File: config.mk
export PLATFORM = sky130hd
export DESIGN_NAME = control_stack
export DESIGN_NICKNAME = d
export VERILOG_FILES = /design/src/rtl/control_stack.sv
export SDC_FILE = /design/constraint.sdc
export NUM_CORES = 1
export LEC_CHECK = 0
export CAP_MARGIN = 20
export CORE_MARGIN = 1.5
export CORE_UTILIZATION = 52
export CTS_CLUSTER_SIZE = 10
export DETAILED_ROUTE_END_ITERATION = 16
export PLACE_DENSITY = 0.81
export SYNTH_ARGS = -nofsm -noshare
export SYNTH_HDL_FRONTEND = slang
export SYNTH_SLANG_ARGS = --single-unit
File: constraint.sdc
create_clock -name clk -period 3.26 [get_ports clk]
set_input_delay 0.326 -clock clk [delete_from_list [all_inputs] [get_ports clk]]
set_output_delay 0.326 -clock clk [all_outputs]
set_load 0.005 [all_outputs]
File: src/rtl/control_stack.sv
// Fetch/execute sequencer with PC, return-address stack and edge-triggered interrupts.
// Optional macro CONTROL_STACK_OVF_TRAP_EN: a push on a full stack vectors to TRAP_VEC.
module control_stack #(
    parameter int DW          = 8,
    parameter int AW          = 8,
    parameter int STACK_DEPTH = 4,
    parameter int RESET_VEC   = 0,
    parameter int IRQ_VEC     = 'hFD,
    parameter int TRAP_VEC    = 'hFE
) (
    input  logic          clk,
    input  logic          reset,
    input  logic          irq,
    output logic [AW-1:0] imem_addr,
    input  logic [DW-1:0] imem_data,
    output logic [3:0]    alu_opcode,
    input  logic [DW-1:0] alu_out,
    output logic [1:0]    rf_read1,
    output logic [1:0]    rf_read2,
    input  logic [DW-1:0] rf_out1,
    input  logic [DW-1:0] rf_out2,
    output logic          rf_write,
    output logic [1:0]    rf_writereg,
    output logic [DW-1:0] rf_data,
    output logic [AW-1:0] umem_addr,
    output logic [DW-1:0] umem_wdata,
    output logic          umem_we,
    input  logic [DW-1:0] umem_rdata,
    output logic          irq_ack,
    output logic          stack_ovf,
    output logic          stack_unf
);

    typedef enum logic [1:0] {S_FETCH, S_OPERAND, S_MEMRD} state_t;

    localparam int SPW = $clog2(STACK_DEPTH + 1);
`ifdef CONTROL_STACK_OVF_TRAP_EN
    localparam bit OVF_TRAP = 1'b1;
`else
    localparam bit OVF_TRAP = 1'b0;
`endif

    state_t        state_q, state_d;
    logic [AW-1:0] pc_q, pc_d, addr_q, addr_d;
    logic [DW-1:0] instr_q, instr_d;
    logic [SPW-1:0] sp_q, sp_d;
    logic [AW-1:0] stack_q [STACK_DEPTH];
    logic [AW-1:0] stack_d [STACK_DEPTH];
    logic          ie_q, ie_d, irq_pend_q, irq_pend_d, irq_prev_q;
    logic          ovf_q, ovf_d, unf_q, unf_d;

    logic [DW-1:0] cur;
    logic [3:0]    op;
    logic [AW-1:0] pc_inc, opr, stack_top, push_val, push_tgt;
    logic          push, stack_full, irq_rise, take_irq;

    always_comb begin
        // Decode comes straight from the ROM in FETCH, from the latched copy afterwards.
        cur        = (state_q == S_FETCH) ? imem_data : instr_q;
        op         = cur[DW-1:DW-4];
        pc_inc     = pc_q + 1'b1;
        opr        = imem_data[AW-1:0];
        stack_full = (sp_q == SPW'(STACK_DEPTH));
        irq_rise   = irq & ~irq_prev_q;
        take_irq   = (state_q == S_FETCH) && irq_pend_q && ie_q;
        stack_top  = '0;
        for (int i = 0; i < STACK_DEPTH; i++)
            if (sp_q == SPW'(i + 1)) stack_top = stack_q[i];

        state_d    = state_q;
        pc_d       = pc_q;
        addr_d     = addr_q;
        instr_d    = instr_q;
        sp_d       = sp_q;
        stack_d    = stack_q;
        ie_d       = ie_q;
        ovf_d      = ovf_q;
        unf_d      = unf_q;
        irq_pend_d = take_irq ? irq_rise : (irq_pend_q | irq_rise);
        push       = 1'b0;
        push_val   = pc_q;
        push_tgt   = pc_q;

        alu_opcode  = op;
        rf_read1    = cur[3:2];
        rf_read2    = cur[1:0];
        rf_write    = 1'b0;
        rf_writereg = cur[1:0];
        rf_data     = alu_out;
        umem_addr   = (state_q == S_MEMRD) ? addr_q : opr;
        umem_wdata  = rf_out1;
        umem_we     = 1'b0;
        irq_ack     = 1'b0;

        case (state_q)
            S_FETCH: begin
                if (take_irq) begin
                    irq_ack  = 1'b1;
                    ie_d     = 1'b0;
                    push     = 1'b1;
                    push_val = pc_q;
                    push_tgt = AW'(IRQ_VEC);
                end else if (!op[3]) begin
                    rf_write = 1'b1;
                    pc_d     = pc_inc;
                end else if (op == 4'h9 && cur[3:0] == 4'hF) begin
                    pc_d = pc_inc;
                end else if (op == 4'hB) begin
                    if (sp_q == '0) begin
                        unf_d = 1'b1;
                        pc_d  = pc_inc;
                    end else begin
                        pc_d = stack_top;
                        sp_d = sp_q - 1'b1;
                        if (cur[0]) ie_d = 1'b1;
                    end
                end else begin
                    instr_d = imem_data;
                    pc_d    = pc_inc;
                    state_d = S_OPERAND;
                end
            end
            S_OPERAND: begin
                state_d = S_FETCH;
                pc_d    = pc_inc;
                case (op)
                    4'h8: begin
                        rf_write = 1'b1;
                        rf_data  = imem_data;
                    end
                    4'h9: pc_d = opr;
                    4'hA: begin
                        push     = 1'b1;
                        push_val = pc_inc;
                        push_tgt = opr;
                    end
                    4'hC: if (rf_out1 == rf_out2) pc_d = opr;
                    4'hD: if (rf_out1 != rf_out2) pc_d = opr;
                    4'hE: umem_we = 1'b1;
                    4'hF: begin
                        addr_d  = opr;
                        state_d = S_MEMRD;
                    end
                    default: ;
                endcase
            end
            S_MEMRD: begin
                rf_write = 1'b1;
                rf_data  = umem_rdata;
                state_d  = S_FETCH;
            end
            default: state_d = S_FETCH;
        endcase

        if (push) begin
            if (stack_full) begin
                ovf_d = 1'b1;
                pc_d  = OVF_TRAP ? AW'(TRAP_VEC) : push_tgt;
                if (OVF_TRAP) ie_d = 1'b0;
            end else begin
                for (int i = 0; i < STACK_DEPTH; i++)
                    if (sp_q == SPW'(i)) stack_d[i] = push_val;
                sp_d = sp_q + 1'b1;
                pc_d = push_tgt;
            end
        end
    end

    always_ff @(posedge clk or posedge reset) begin
        if (reset) begin
            state_q    <= S_FETCH;
            pc_q       <= AW'(RESET_VEC);
            addr_q     <= '0;
            instr_q    <= '0;
            sp_q       <= '0;
            for (int i = 0; i < STACK_DEPTH; i++) stack_q[i] <= '0;
            ie_q       <= 1'b1;
            irq_pend_q <= 1'b0;
            irq_prev_q <= 1'b0;
            ovf_q      <= 1'b0;
            unf_q      <= 1'b0;
        end else begin
            state_q    <= state_d;
            pc_q       <= pc_d;
            addr_q     <= addr_d;
            instr_q    <= instr_d;
            sp_q       <= sp_d;
            stack_q    <= stack_d;
            ie_q       <= ie_d;
            irq_pend_q <= irq_pend_d;
            irq_prev_q <= irq;
            ovf_q      <= ovf_d;
            unf_q      <= unf_d;
        end
    end

    assign imem_addr = pc_q;
    assign stack_ovf = ovf_q;
    assign stack_unf = unf_q;

endmodule

==> impl_metrics.py, run 1 <==
metrics = {
    "floorplanning": {
        "core_area_sq_um": 8180,
        "die_w_microns": 94.7,
        "die_y_microns": 94.7,
        "start_util_pct": 53.5,
        "row_count": 33,
        "dieArea_sq_um": 8960,
        "ios": 90,
    },
    "job": {
        "maxCapViolCount": 0,
    },
    "detailed_routing": {
        "vias_per_cell": 6.23,
        "first_iter_violations": 321,
        "first_pass_iters": 5,
        "antenna_left": 0,
        "vias": 4272,
        "wirelength_microns": 12500,
        "avgRoutedWirePerCell_microns": 18.3,
        "post-route-drc-count": 0,
    },
    "yosys": {
        "netlist.area_leader.share_pct": 37.2,
        "synthDistinctLibCells": 63,
        "synth_area_sq_um": 4370,
        "syn_inst": 493,
        "synth_top_area_cell": "dfrtp_1",
        "yosysMostFrequentCell": "dfrtp_1",
        "synthFlopType": "dfrtp_1",
        "synth_edf_count": 0,
        "synth_common_cells": "65 x dfrtp_1, 50 x nand2_1, 48 x nor2_1",
        "yosys_register_bits": 66,
        "async_flop_share_pct": 100,
        "synth.area.top_cells": "dfrtp_1 37%, mux2_2 5.7%, a21oi_1 4.4%",
        "synth_nets": 547,
        "synth-seq-area-share_pct": 37.8,
        "yosys_warnings": 0,
        "syn_area_per_cell_sq_um": 8.86,
    },
    "placed_design": {
        "gp_congestion": 0.996,
        "io_buffers": 89,
        "placed_cells": 668,
        "dpl_cell_area_sq_um": 5340,
        "pre_cts_ws_ns": 0.00279,
        "dp_hpwl_microns": 9120,
    },
    "sta": {
        "fin_crit_sh_pct": 96.5,
        "slew_headroom_pct": 33.0,
        "clock_skew_ns": 0.0116,
        "rsz0062_at_grt": "no",
        "hold_violations": 0,
        "setup_slack_ns": 0.115,
        "drv_slew": 0,
        "layout_min_cycle_time_ns": 3.15,
        "worstMarginPinSlew_ns": 0.996,
        "setup_viol": 0,
        "tns_ns": 0,
        "max_freq_mhz": 318,
    },
    "global_route": {
        "overflow": 0,
        "grt_pass1_vias": 4053,
        "antenna_found_initial": 0,
        "met3_usage_pct": 7.33,
        "track_usage_pct": 28.6,
        "globalRouteMet1Util_pct": 37.9,
        "use_met2_pct": 46.1,
        "grt_max_degree": 34,
        "grt_pass1_wl_microns": 19900,
        "grt-busiest-layer": "met2",
    },
    "finish": {
        "multiInputGateArea_sq_um": 2460,
        "diodes": 0,
        "num-fill-cells": 647,
        "regArea_sq_um": 1650,
        "syn_to_final_growth_pct": 27.7,
        "final_net_count": 630,
        "finalNonFillerCells": 686,
        "drive_gt1_share_pct": 12.9,
        "fin_util_pct": 68.3,
        "final_cell_area_sq_um": 5580,
    },
    "worst_setup_path": {
        "cp.depth": 8,
        "end_kind": "primary output",
        "crit_buf_inv": 2,
        "critPathKind": "reg -> out",
        "start_kind": "register",
        "critPathArrivalTime_ns": 2.82,
        "path_cells": "inv_1 -> ha_4 -> or4b_4 -> nand2_2 -> nand2_4 -> a22o_1 -> a221o_1 -> clkdlybuf4s50_1",
        "crit_family": "simple AND/OR/NAND/NOR gates",
        "r2r_cells": 9,
        "crit_path_max_incr_delay_ns": 0.53,
        "path_max_fanout": 9,
        "required_ns": 2.93,
        "critPathSlowestCell": "or4b_4",
    },
    "clock_tree": {
        "cts.path.max_buffers": 2,
        "htreeDepth": 3,
        "cts_tree": "built",
        "cts_buffers": 9,
        "clk_latency_ns": 0.35,
        "clk_pin_slew_ns": 0.08,
        "cts_sinks": 66,
        "cts-root-buf": "clkbuf_8",
    },
    "pwr": {
        "power.density_nw_per_um2": 935,
        "p_leak_nw": 2.32,
        "irDropWorstVdd_v": 0.000405,
    },
    "hold_path": {
        "worstHoldPathType": "in -> async",
    },
    "status": {
        "status": "finished, final reports clean",
    },
}
-- layout by cell type, fill, tap and decap left out, types with 3 or more instances in the layout --
cell | synthesis | final
mux2_2 | 22 | 22
and2_1 | 5 | 5
nand4_1 | 4 | 4
buf_4 | 15 | 24
o211ai_1 | 4 | 4
nor4_1 | 3 | 3
clkdlybuf4s50_1 | 0 | 88
o311ai_0 | 4 | 4
xnor2_1 | 18 | 18
o21ai_1 | 3 | 3
o21ai_0 | 33 | 33
inv_1 | 12 | 11
nand2b_1 | 4 | 4
nand2_1 | 50 | 48
a211oi_1 | 6 | 6
a221oi_1 | 4 | 4
xor2_1 | 5 | 5
a221o_1 | 10 | 10
a22o_1 | 9 | 9
a2bb2oi_1 | 3 | 3
ha_1 | 11 | 10
nor2_1 | 48 | 47
and3_1 | 16 | 16
or3_1 | 3 | 3
clkbuf_8 | 0 | 9
dfrtp_1 | 65 | 65
nand3_1 | 13 | 13
nor4bb_1 | 3 | 3
a31oi_1 | 4 | 4
o221ai_1 | 5 | 5
a21oi_1 | 38 | 38
nor3_1 | 7 | 7
-- layout make-up --
type	instances	area share, %
well taps	105	2.35
clock inverters	6	1.21
inverters	13	0.874
repair buffers	114	19.6
flip-flops and latches	66	29.6
multi-input cells	372	44.1
clock buffers	10	2.29
-- registers in the layout, summed over array words and instances (netlist names), 2 cells and up --
name / flops
stack_q: 32
addr_q: 8
imem_addr: 8
instr_q: 8
sp_q: 3
state_q: 2
-- what timing repair did --
item                       CTS  global route
setup endpoints to repair    8             8
resized for setup            4             4
pin swaps                    1             1
cloned                       0             0
buffers inserted             0             2
hold buffers                 0             0
-- layer usage --
layer / wire length (microns) / share of wire [%]
met1: 5160 / 41
met2: 5920 / 47
met3: 1260 / 10
met4: 201 / 1.6
met5: 0 / 0
-- where the power goes --
| part | switching [mW] | total, mW | internal, mW | leakage [nW] |
|---|---|---|---|---|
| clock | 0.339 | 0.693 | 0.355 | 0.0925 |
| sequential | 0.311 | 1.53 | 1.22 | 0.806 |
| combinational | 1.56 | 3.00 | 1.44 | 1.42 |
| total | 2.21 | 5.22 | 3.01 | 2.32 |
-- metrics by stage --
stage / hold slack, ns / power, mW
floorplan: 0.357 / 3.36
global placement: 0.413 / 4.30
detailed placement: 0.435 / 4.40
CTS: 0.434 / 5.13
global route: 0.444 / 5.59
finish: 0.414 / 5.22
-- cells by family after synthesis --
group / synth area share [%]
xor gates and xnor gates: 4.61
DFF: 37.8
buffers and inverters: 6.58
muxes: 6.44
AOI/OAI and AO/OA: 21.8
and+or+nand+nor: 19.6
adders and majority gates: 3.15
-- path summary, 6_finish.rpt --
| check | from | end | slack (ns) |
|---|---|---|---|
| max | state_q[1] | rf_data[2] | 0.11 |
| min | reset | stack_q[7] | 0.41 |
| max reg2reg | state_q[1] | imem_addr[0] | 0.31 |
| min reg2reg | irq_prev_q | irq_pend_q | 0.44 |
| max in group asynchronous | reset | imem_addr[3] | 2.13 |
| min in group clk | irq_prev_q | irq_pend_q | 0.44 |
No activity file was read; power rests on OpenSTA's default activity.
==> run 2, diff against run 1 <==
Settings changed: SLEW_MARGIN set to 0.
==> results of run 2 <==
Final layout, timing and power as in run 1 (identical DEF).
